===== src/rtl/mem_stage_pkg.sv =====
// Shared MEM-stage definitions: bus widths, memory op codes, FSM states,
// data-bus payload and the alignment/steering helpers.
package mem_stage_pkg;

  localparam int unsigned MEM_OP_W    = 4;
  localparam int unsigned MEM_ADDR_W  = 32;
  localparam int unsigned BYTE_SEL_W  = 4;
  localparam int unsigned REGS_ADDR_W = 5;
  localparam int unsigned REGS_DATA_W = 32;

  localparam logic [MEM_OP_W-1:0] MEM_OP_NOP = 4'd0;
  localparam logic [MEM_OP_W-1:0] MEM_OP_LB  = 4'd1;
  localparam logic [MEM_OP_W-1:0] MEM_OP_LBU = 4'd2;
  localparam logic [MEM_OP_W-1:0] MEM_OP_LH  = 4'd3;
  localparam logic [MEM_OP_W-1:0] MEM_OP_LHU = 4'd4;
  localparam logic [MEM_OP_W-1:0] MEM_OP_LW  = 4'd5;
  localparam logic [MEM_OP_W-1:0] MEM_OP_SB  = 4'd6;
  localparam logic [MEM_OP_W-1:0] MEM_OP_SH  = 4'd7;
  localparam logic [MEM_OP_W-1:0] MEM_OP_SW  = 4'd8;

  typedef enum logic [1:0] {
    ST_IDLE = 2'd0,
    ST_BUSY = 2'd1,
    ST_DONE = 2'd2
  } mem_state_e;

  typedef struct packed {
    logic                   req;
    logic                   we;
    logic [MEM_ADDR_W-1:0]  addr;
    logic [BYTE_SEL_W-1:0]  sel;
    logic [REGS_DATA_W-1:0] wdata;
  } bus_req_t;

  function automatic logic is_load(input logic [MEM_OP_W-1:0] op);
    return (op == MEM_OP_LB) || (op == MEM_OP_LBU) || (op == MEM_OP_LH) ||
           (op == MEM_OP_LHU) || (op == MEM_OP_LW);
  endfunction

  function automatic logic is_store(input logic [MEM_OP_W-1:0] op);
    return (op == MEM_OP_SB) || (op == MEM_OP_SH) || (op == MEM_OP_SW);
  endfunction

  function automatic logic is_mem_op(input logic [MEM_OP_W-1:0] op);
    return is_load(op) || is_store(op);
  endfunction

  function automatic logic is_aligned(input logic [MEM_OP_W-1:0] op, input logic [1:0] off);
    logic ok;
    ok = 1'b1;
    case (op)
      MEM_OP_LH, MEM_OP_LHU, MEM_OP_SH: ok = ~off[0];
      MEM_OP_LW, MEM_OP_SW:             ok = (off == 2'b00);
      default:                          ok = 1'b1;
    endcase
    return ok;
  endfunction

  // Word-aligned request with little-endian lane steering and replicated store data.
  function automatic bus_req_t build_bus_req(input logic [MEM_OP_W-1:0]    op,
                                             input logic [MEM_ADDR_W-1:0]  addr,
                                             input logic [REGS_DATA_W-1:0] store);
    bus_req_t r;
    r       = '0;
    r.req   = 1'b1;
    r.we    = is_store(op);
    r.addr  = {addr[MEM_ADDR_W-1:2], 2'b00};
    r.sel   = 4'b1111;
    r.wdata = '0;
    case (op)
      MEM_OP_SB: begin
        r.sel   = 4'b0001 << addr[1:0];
        r.wdata = {4{store[7:0]}};
      end
      MEM_OP_SH: begin
        r.sel   = addr[1] ? 4'b1100 : 4'b0011;
        r.wdata = {2{store[15:0]}};
      end
      MEM_OP_SW: r.wdata = store;
      default:   r.wdata = '0;
    endcase
    return r;
  endfunction

endpackage


===== src/rtl/mem_load_formatter.sv =====
// Combinational load formatter: picks the byte/half lane from a bus word and
// sign- or zero-extends it according to the load op.
module mem_load_formatter
  import mem_stage_pkg::*;
(
  input  logic [MEM_OP_W-1:0]    op_i,
  input  logic [1:0]             offset_i,
  input  logic [REGS_DATA_W-1:0] word_i,
  output logic [REGS_DATA_W-1:0] result_o
);

  logic [7:0]  byte_c;
  logic [15:0] half_c;

  always_comb begin
    byte_c   = word_i[{offset_i, 3'b000} +: 8];
    half_c   = offset_i[1] ? word_i[31:16] : word_i[15:0];
    result_o = word_i;
    case (op_i)
      MEM_OP_LB:  result_o = {{24{byte_c[7]}}, byte_c};
      MEM_OP_LBU: result_o = {24'b0, byte_c};
      MEM_OP_LH:  result_o = {{16{half_c[15]}}, half_c};
      MEM_OP_LHU: result_o = {16'b0, half_c};
      default:    result_o = word_i;
    endcase
  end

endmodule


===== src/rtl/mem_stage.sv =====
// MIPS MEM stage: zero-latency pass-through for ALU ops, multi-cycle
// request/ack data-bus transaction for loads and stores.
module mem_stage
  import mem_stage_pkg::*;
#(
  parameter int unsigned BUS_TIMEOUT   = 16,
  parameter int unsigned TIMEOUT_WIDTH = 8
) (
  input  logic                   clock,
  input  logic                   reset,
  input  logic                   ex_write_enable,
  input  logic [REGS_ADDR_W-1:0] ex_write_addr,
  input  logic [REGS_DATA_W-1:0] ex_write_data,
  input  logic [MEM_OP_W-1:0]    ex_mem_op,
  input  logic [MEM_ADDR_W-1:0]  ex_mem_addr,
  input  logic [REGS_DATA_W-1:0] ex_store_data,
  output logic                   bus_request,
  output logic                   bus_write_enable,
  output logic [MEM_ADDR_W-1:0]  bus_addr,
  output logic [BYTE_SEL_W-1:0]  bus_byte_select,
  output logic [REGS_DATA_W-1:0] bus_write_data,
  input  logic [REGS_DATA_W-1:0] bus_read_data,
  input  logic                   bus_ack,
  output logic                   mem_write_enable,
  output logic [REGS_ADDR_W-1:0] mem_write_addr,
  output logic [REGS_DATA_W-1:0] mem_write_data,
  output logic                   stall_request,
  output logic                   exception_misaligned,
  output logic                   exception_bus_timeout
);

  localparam logic [TIMEOUT_WIDTH-1:0] CNT_LAST = TIMEOUT_WIDTH'(BUS_TIMEOUT - 1);

  mem_state_e                 state_q;
  logic [TIMEOUT_WIDTH-1:0]   cnt_q;
  logic [REGS_DATA_W-1:0]     rdata_q;
  logic [MEM_OP_W-1:0]        op_q;
  logic [1:0]                 off_q;
  bus_req_t                   bus_q;
  logic                       tout_q;

  logic                       aligned_c;
  logic                       issue_c;
  logic [REGS_DATA_W-1:0]     fmt_data_c;

  assign aligned_c = is_aligned(ex_mem_op, ex_mem_addr[1:0]);
  // tout_q marks the cycle after an abort; the stalled op must not be reissued then.
  assign issue_c   = (state_q == ST_IDLE) && !tout_q && is_mem_op(ex_mem_op) && aligned_c;

  mem_load_formatter u_fmt (
    .op_i     (op_q),
    .offset_i (off_q),
    .word_i   (rdata_q),
    .result_o (fmt_data_c)
  );

  // Transaction FSM with registered bus outputs.
  always_ff @(posedge clock) begin
    if (reset) begin
      state_q <= ST_IDLE;
      cnt_q   <= '0;
      rdata_q <= '0;
      op_q    <= MEM_OP_NOP;
      off_q   <= 2'b00;
      bus_q   <= '0;
      tout_q  <= 1'b0;
    end else begin
      tout_q <= 1'b0;
      case (state_q)
        ST_IDLE: begin
          if (issue_c) begin
            bus_q   <= build_bus_req(ex_mem_op, ex_mem_addr, ex_store_data);
            op_q    <= ex_mem_op;
            off_q   <= ex_mem_addr[1:0];
            cnt_q   <= '0;
            state_q <= ST_BUSY;
          end
        end
        ST_BUSY: begin
          cnt_q <= cnt_q + TIMEOUT_WIDTH'(1);
          if (bus_ack) begin
            rdata_q   <= bus_read_data;
            bus_q.req <= 1'b0;
            state_q   <= ST_DONE;
          end else if (cnt_q == CNT_LAST) begin
            bus_q.req <= 1'b0;
            tout_q    <= 1'b1;
            state_q   <= ST_IDLE;
          end
        end
        ST_DONE: state_q <= ST_IDLE;
        default: state_q <= ST_IDLE;
      endcase
    end
  end

  assign bus_request           = bus_q.req;
  assign bus_write_enable      = bus_q.we;
  assign bus_addr              = bus_q.addr;
  assign bus_byte_select       = bus_q.sel;
  assign bus_write_data        = bus_q.wdata;
  assign exception_bus_timeout = tout_q & ~reset;

  // Writeback path and upstream stall; everything forced quiet during reset.
  always_comb begin
    mem_write_enable     = 1'b0;
    mem_write_addr       = '0;
    mem_write_data       = '0;
    stall_request        = 1'b0;
    exception_misaligned = 1'b0;
    if (!reset) begin
      mem_write_addr = ex_write_addr;
      mem_write_data = ex_write_data;
      case (state_q)
        ST_IDLE: begin
          if (!tout_q) begin
            if (!is_mem_op(ex_mem_op)) begin
              mem_write_enable = ex_write_enable;
            end else if (aligned_c) begin
              stall_request = 1'b1;
            end else begin
              exception_misaligned = 1'b1;
            end
          end
        end
        ST_BUSY: stall_request = 1'b1;
        ST_DONE: begin
          if (is_load(op_q)) begin
            mem_write_enable = ex_write_enable;
            mem_write_data   = fmt_data_c;
          end
        end
        default: stall_request = 1'b0;
      endcase
    end
  end

endmodule


===== config.mk =====
export PLATFORM = sky130hd
export DESIGN_NAME = mem_stage
export DESIGN_NICKNAME = d
export VERILOG_FILES = /design/src/rtl/mem_stage_pkg.sv /design/src/rtl/mem_load_formatter.sv /design/src/rtl/mem_stage.sv
export SDC_FILE = /design/constraint.sdc
export NUM_CORES = 1
export LEC_CHECK = 0
export ABC_AREA = 1
export CORE_MARGIN = 8
export CORE_UTILIZATION = 47
export DETAILED_ROUTE_END_ITERATION = 6
export PLACE_DENSITY = 0.91
export SLEW_MARGIN = 20
export SYNTH_ARGS = -nofsm -noshare
export SYNTH_HDL_FRONTEND = slang
export SYNTH_SLANG_ARGS = --single-unit
export TNS_END_PERCENT = 20

===== constraint.sdc =====
create_clock -name clock -period 4.6 [get_ports clock]
set_clock_uncertainty 0.2 [all_clocks]
set_input_delay 0.92 -clock clock [delete_from_list [all_inputs] [get_ports clock]]
set_output_delay 0.92 -clock clock [all_outputs]
set_load 0.03 [all_outputs]

==> flow_summary_export.csv, run 1 <==
group,metric,value,unit
setup_path,crit_required,3.48,ns
placed_design,place_ws,0.541,ns
sta,period_share,90.7,%
power_and_ir_drop,ir_drop,0.000296,V
finish,fin_nets,1272,
synthesis,ys_warn_count,0,
sta,postLayoutSetupSlackWorst,0.427,ns
synthesis,synth_area_leaders,"dfxtp_1 39%, o21ai_0 13%, nand2_1 9.8%",
setup_path,cpLargestDelayFamily,"simple AND/OR/NAND/NOR gates",
setup_path,critPathBufInv,2,
sta,hold_viol,0,
finish,fin_util,72.9,%
synthesis,synth-simple-area-share,25.7,%
setup_path,slowest_stage,"clkdlybuf4s50_1",
clocking,cts_tree,"built",
floorplan,start_util,47.7,%
global_route,grt_pass1_wl,34.3,mm
clocking,h-tree-depth,4,
power_and_ir_drop,totalPowerFinal,3.38,mW
synthesis,post-synth-top-area-cell,"dfxtp_1",
run,maxCapViolations,0,
setup_path,startpoint_type,"flip-flop",
clocking,cts-root-buf,"clkbuf_16",
finish,syn_to_final_growth,52.9,%
floorplan,ioPinCount,252,
synthesis,syn_inst,914,
clocking,clock_latency,0.42,ns
setup_path,crit_fanout,25,
synthesis,netlist_area,5970,um^2
global_route,grt_usage,26.3,%
synthesis,syn_area_per_cell,6.53,um^2
setup_path,slowest_delay,0.69,ns
routing,drt_iter0_drc,778,
synthesis,synth.area.mux_share,0,%
routing,vias_per_cell,5.38,
placed_design,place_congestion,0.837,
floorplan,rows,41,
synthesis,synth_xor_xnor_area_share,0,%
synthesis,yosysUniqueCellTypes,25,
sta,max_freq,240,MHz
finish,drive_above_1_share,5.34,%
floorplan,dieArea,16600,um^2
routing,drc_errors,0,
sta,rsz0062_at_grt,"false",
setup_path,crit_path_cell_trace,"inv_1 -> nand4_1 -> nand2_1 -> nand3_2 -> o21ai_0 -> a21oi_1 -> clkdlybuf4s50_1",
placed_design,io_buffers,249,
finish,fill_cells,1008,
routing,drt_wl_total,22.1,mm
power_and_ir_drop,p_leak,3.46,nW
synthesis,synth-seq-cells,117,
clocking,ctsHoldBuffers,0,
power_and_ir_drop,powerDensity,371,nW/um^2
sta,fin_crit,4.17,ns
synthesis,synth_fa_ha_area_share,0.210,%
sta,setup_viol,0,
synthesis,seq_area_frac_synth,39.2,%
synthesis,yosysTopAreaCellShare,39.2,%
clocking,cts_resized,0,
clocking,ctsLongestPathBuffers,2,
routing,vias,7080,
global_route,antenna_found_initial,2,
min_path,hp-class,"flip-flop to flip-flop",
clocking,clkTransAtPathRegs,0.06,ns
outcome,outcome,"finished clean",
routing,drtAntennaViolNets,0,
sta,finalMaxSlewViolations,0,
finish,final_cell_mix,"246 x clkdlybuf4s50_1, 157 x o21ai_0, 156 x nand2_1",
finish,final_common_cell,"clkdlybuf4s50_1",
setup_path,endpoint_kind,"output port",
floorplan,fp.coreArea,12500,um^2
global_route,grt-ovfl-total,0,
routing,wl_per_cell,16.8,um
synthesis,synth_top_family_by_area,"simple AND/OR/NAND/NOR gates",
clocking,cts_setup_buffers,0,
clocking,clock-sinks,117,
routing,dr.pass1.iters,5,
setup_path,critPathKind,"flip-flop to output port",
placed_design,dpl.cell_count,1283,
sta,tightest_slew,0.890,ns
setup_path,cp.arrival,3.05,ns
global_route,grt_pass1_vias,6804,
sta,fin_setup_tns,0,ns
clocking,numCtsBuffers,17,
placed_design,dp_hpwl,15.7,mm
floorplan,die_w,129,um
finish,instances_no_fill,1317,
global_route,grt_max_degree,82,
floorplan,die_h,129,um
sta,slew_headroom,40.5,%
synthesis,synth-compound-area-share,24.6,%
## sequential cells by signal, indices dropped and copies added, names as in the netlist
name / cells
tout_q: 1
bus_request: 1
state_q: 2
op_q: 4
bus_write_enable: 1
bus_write_data: 32
rdata_q: 32
off_q: 2
bus_byte_select: 4
cnt_q: 8
bus_addr: 30
## stage by stage
stage | cell area (um^2) | hold slack, ns
CTS | 9120 | 0.257
floorplan | 5970 | 0.236
finish | 9130 | 0.259
global placement | 8470 | 0.243
detailed placement | 8470 | 0.249
global route | 9120 | 0.279
## worst paths after layout
check	slack (ns)	cells after the start	end	from
max reg2reg	2.41	6	rdata_q[17]	state_q[0]
min	0.26	2	bus_write_data[22]	bus_write_data[22]
max	0.43	7	mem_write_data[22]	op_q[1]
min reg2reg	0.26	2	bus_write_data[22]	bus_write_data[22]
## layout make-up
cell class	instances	area [um^2]	area share (%)
Antenna cell	2	5.00	0.0548
Clock inverter	9	173	1.89
Multi-Input combinational cell	658	3030	33.2
Clock buffer	23	478	5.24
Timing Repair Buffer	263	2610	28.6
Sequential cell	117	2340	25.7
Inverter	73	274	3.00
Tap cell	172	215	2.36
## power by group
| group | internal [mW] | total (mW) | switching, mW | leakage [nW] |
|---|---|---|---|---|
| sequential | 1.08 | 1.12 | 0.0429 | 0.955 |
| clock | 1.00 | 1.46 | 0.463 | 0.317 |
| combinational | 0.322 | 0.793 | 0.471 | 2.19 |
## cells in the mapped netlist (all sizes together)
library cell / n
conb: 1
nor2: 118
a31oi: 4
nand4: 10
buf: 23
o211ai: 2
dfxtp: 117
a21oi: 106
nor4: 2
nor3: 1
inv: 73
clkbuf: 44
nand2: 159
ha: 1
o21ai: 179
nand3: 74
## cells by family after synthesis
group / count (synthesis)
adder cells (fa/ha/maj): 1
AO/OA/AOI/OAI: 291
other: 1
AND/OR/NAND/NOR: 364
buffers and inverters: 140
flip-flops: 117
## worst register-to-register path: cells and delay by family (launching register included)
family                 cells  cell delay [ns]
buffers and inverters      2             0.41
AOI/OAI and AO/OA          2             0.39
and+or+nand+nor            2             0.65
DFF                        1             0.39
## routing by layer
layer / global-route usage (%) / routed length [um] / vias up
met2: 43.3 / 10600 / 343
met5: 0 / 12 / -
li1: - / - / 3460
met1: 28.9 / 8360 / 3219
met4: 14.3 / 740 / 2
met3: 9.93 / 2410 / 56
No activity file was read; power rests on OpenSTA's default activity.
==> inputs of run 2 (changes only) <==
Settings changed: CAP_MARGIN set to 0.
==> results of run 2 <==
Same layout as run 1: the final DEF is identical, and so are final timing and power.
==> inputs of run 3 (changes only) <==
Settings changed: CAP_MARGIN 0 to 25.
==> results of run 3 <==
Same layout as run 1: the final DEF is identical, and so are final timing and power.
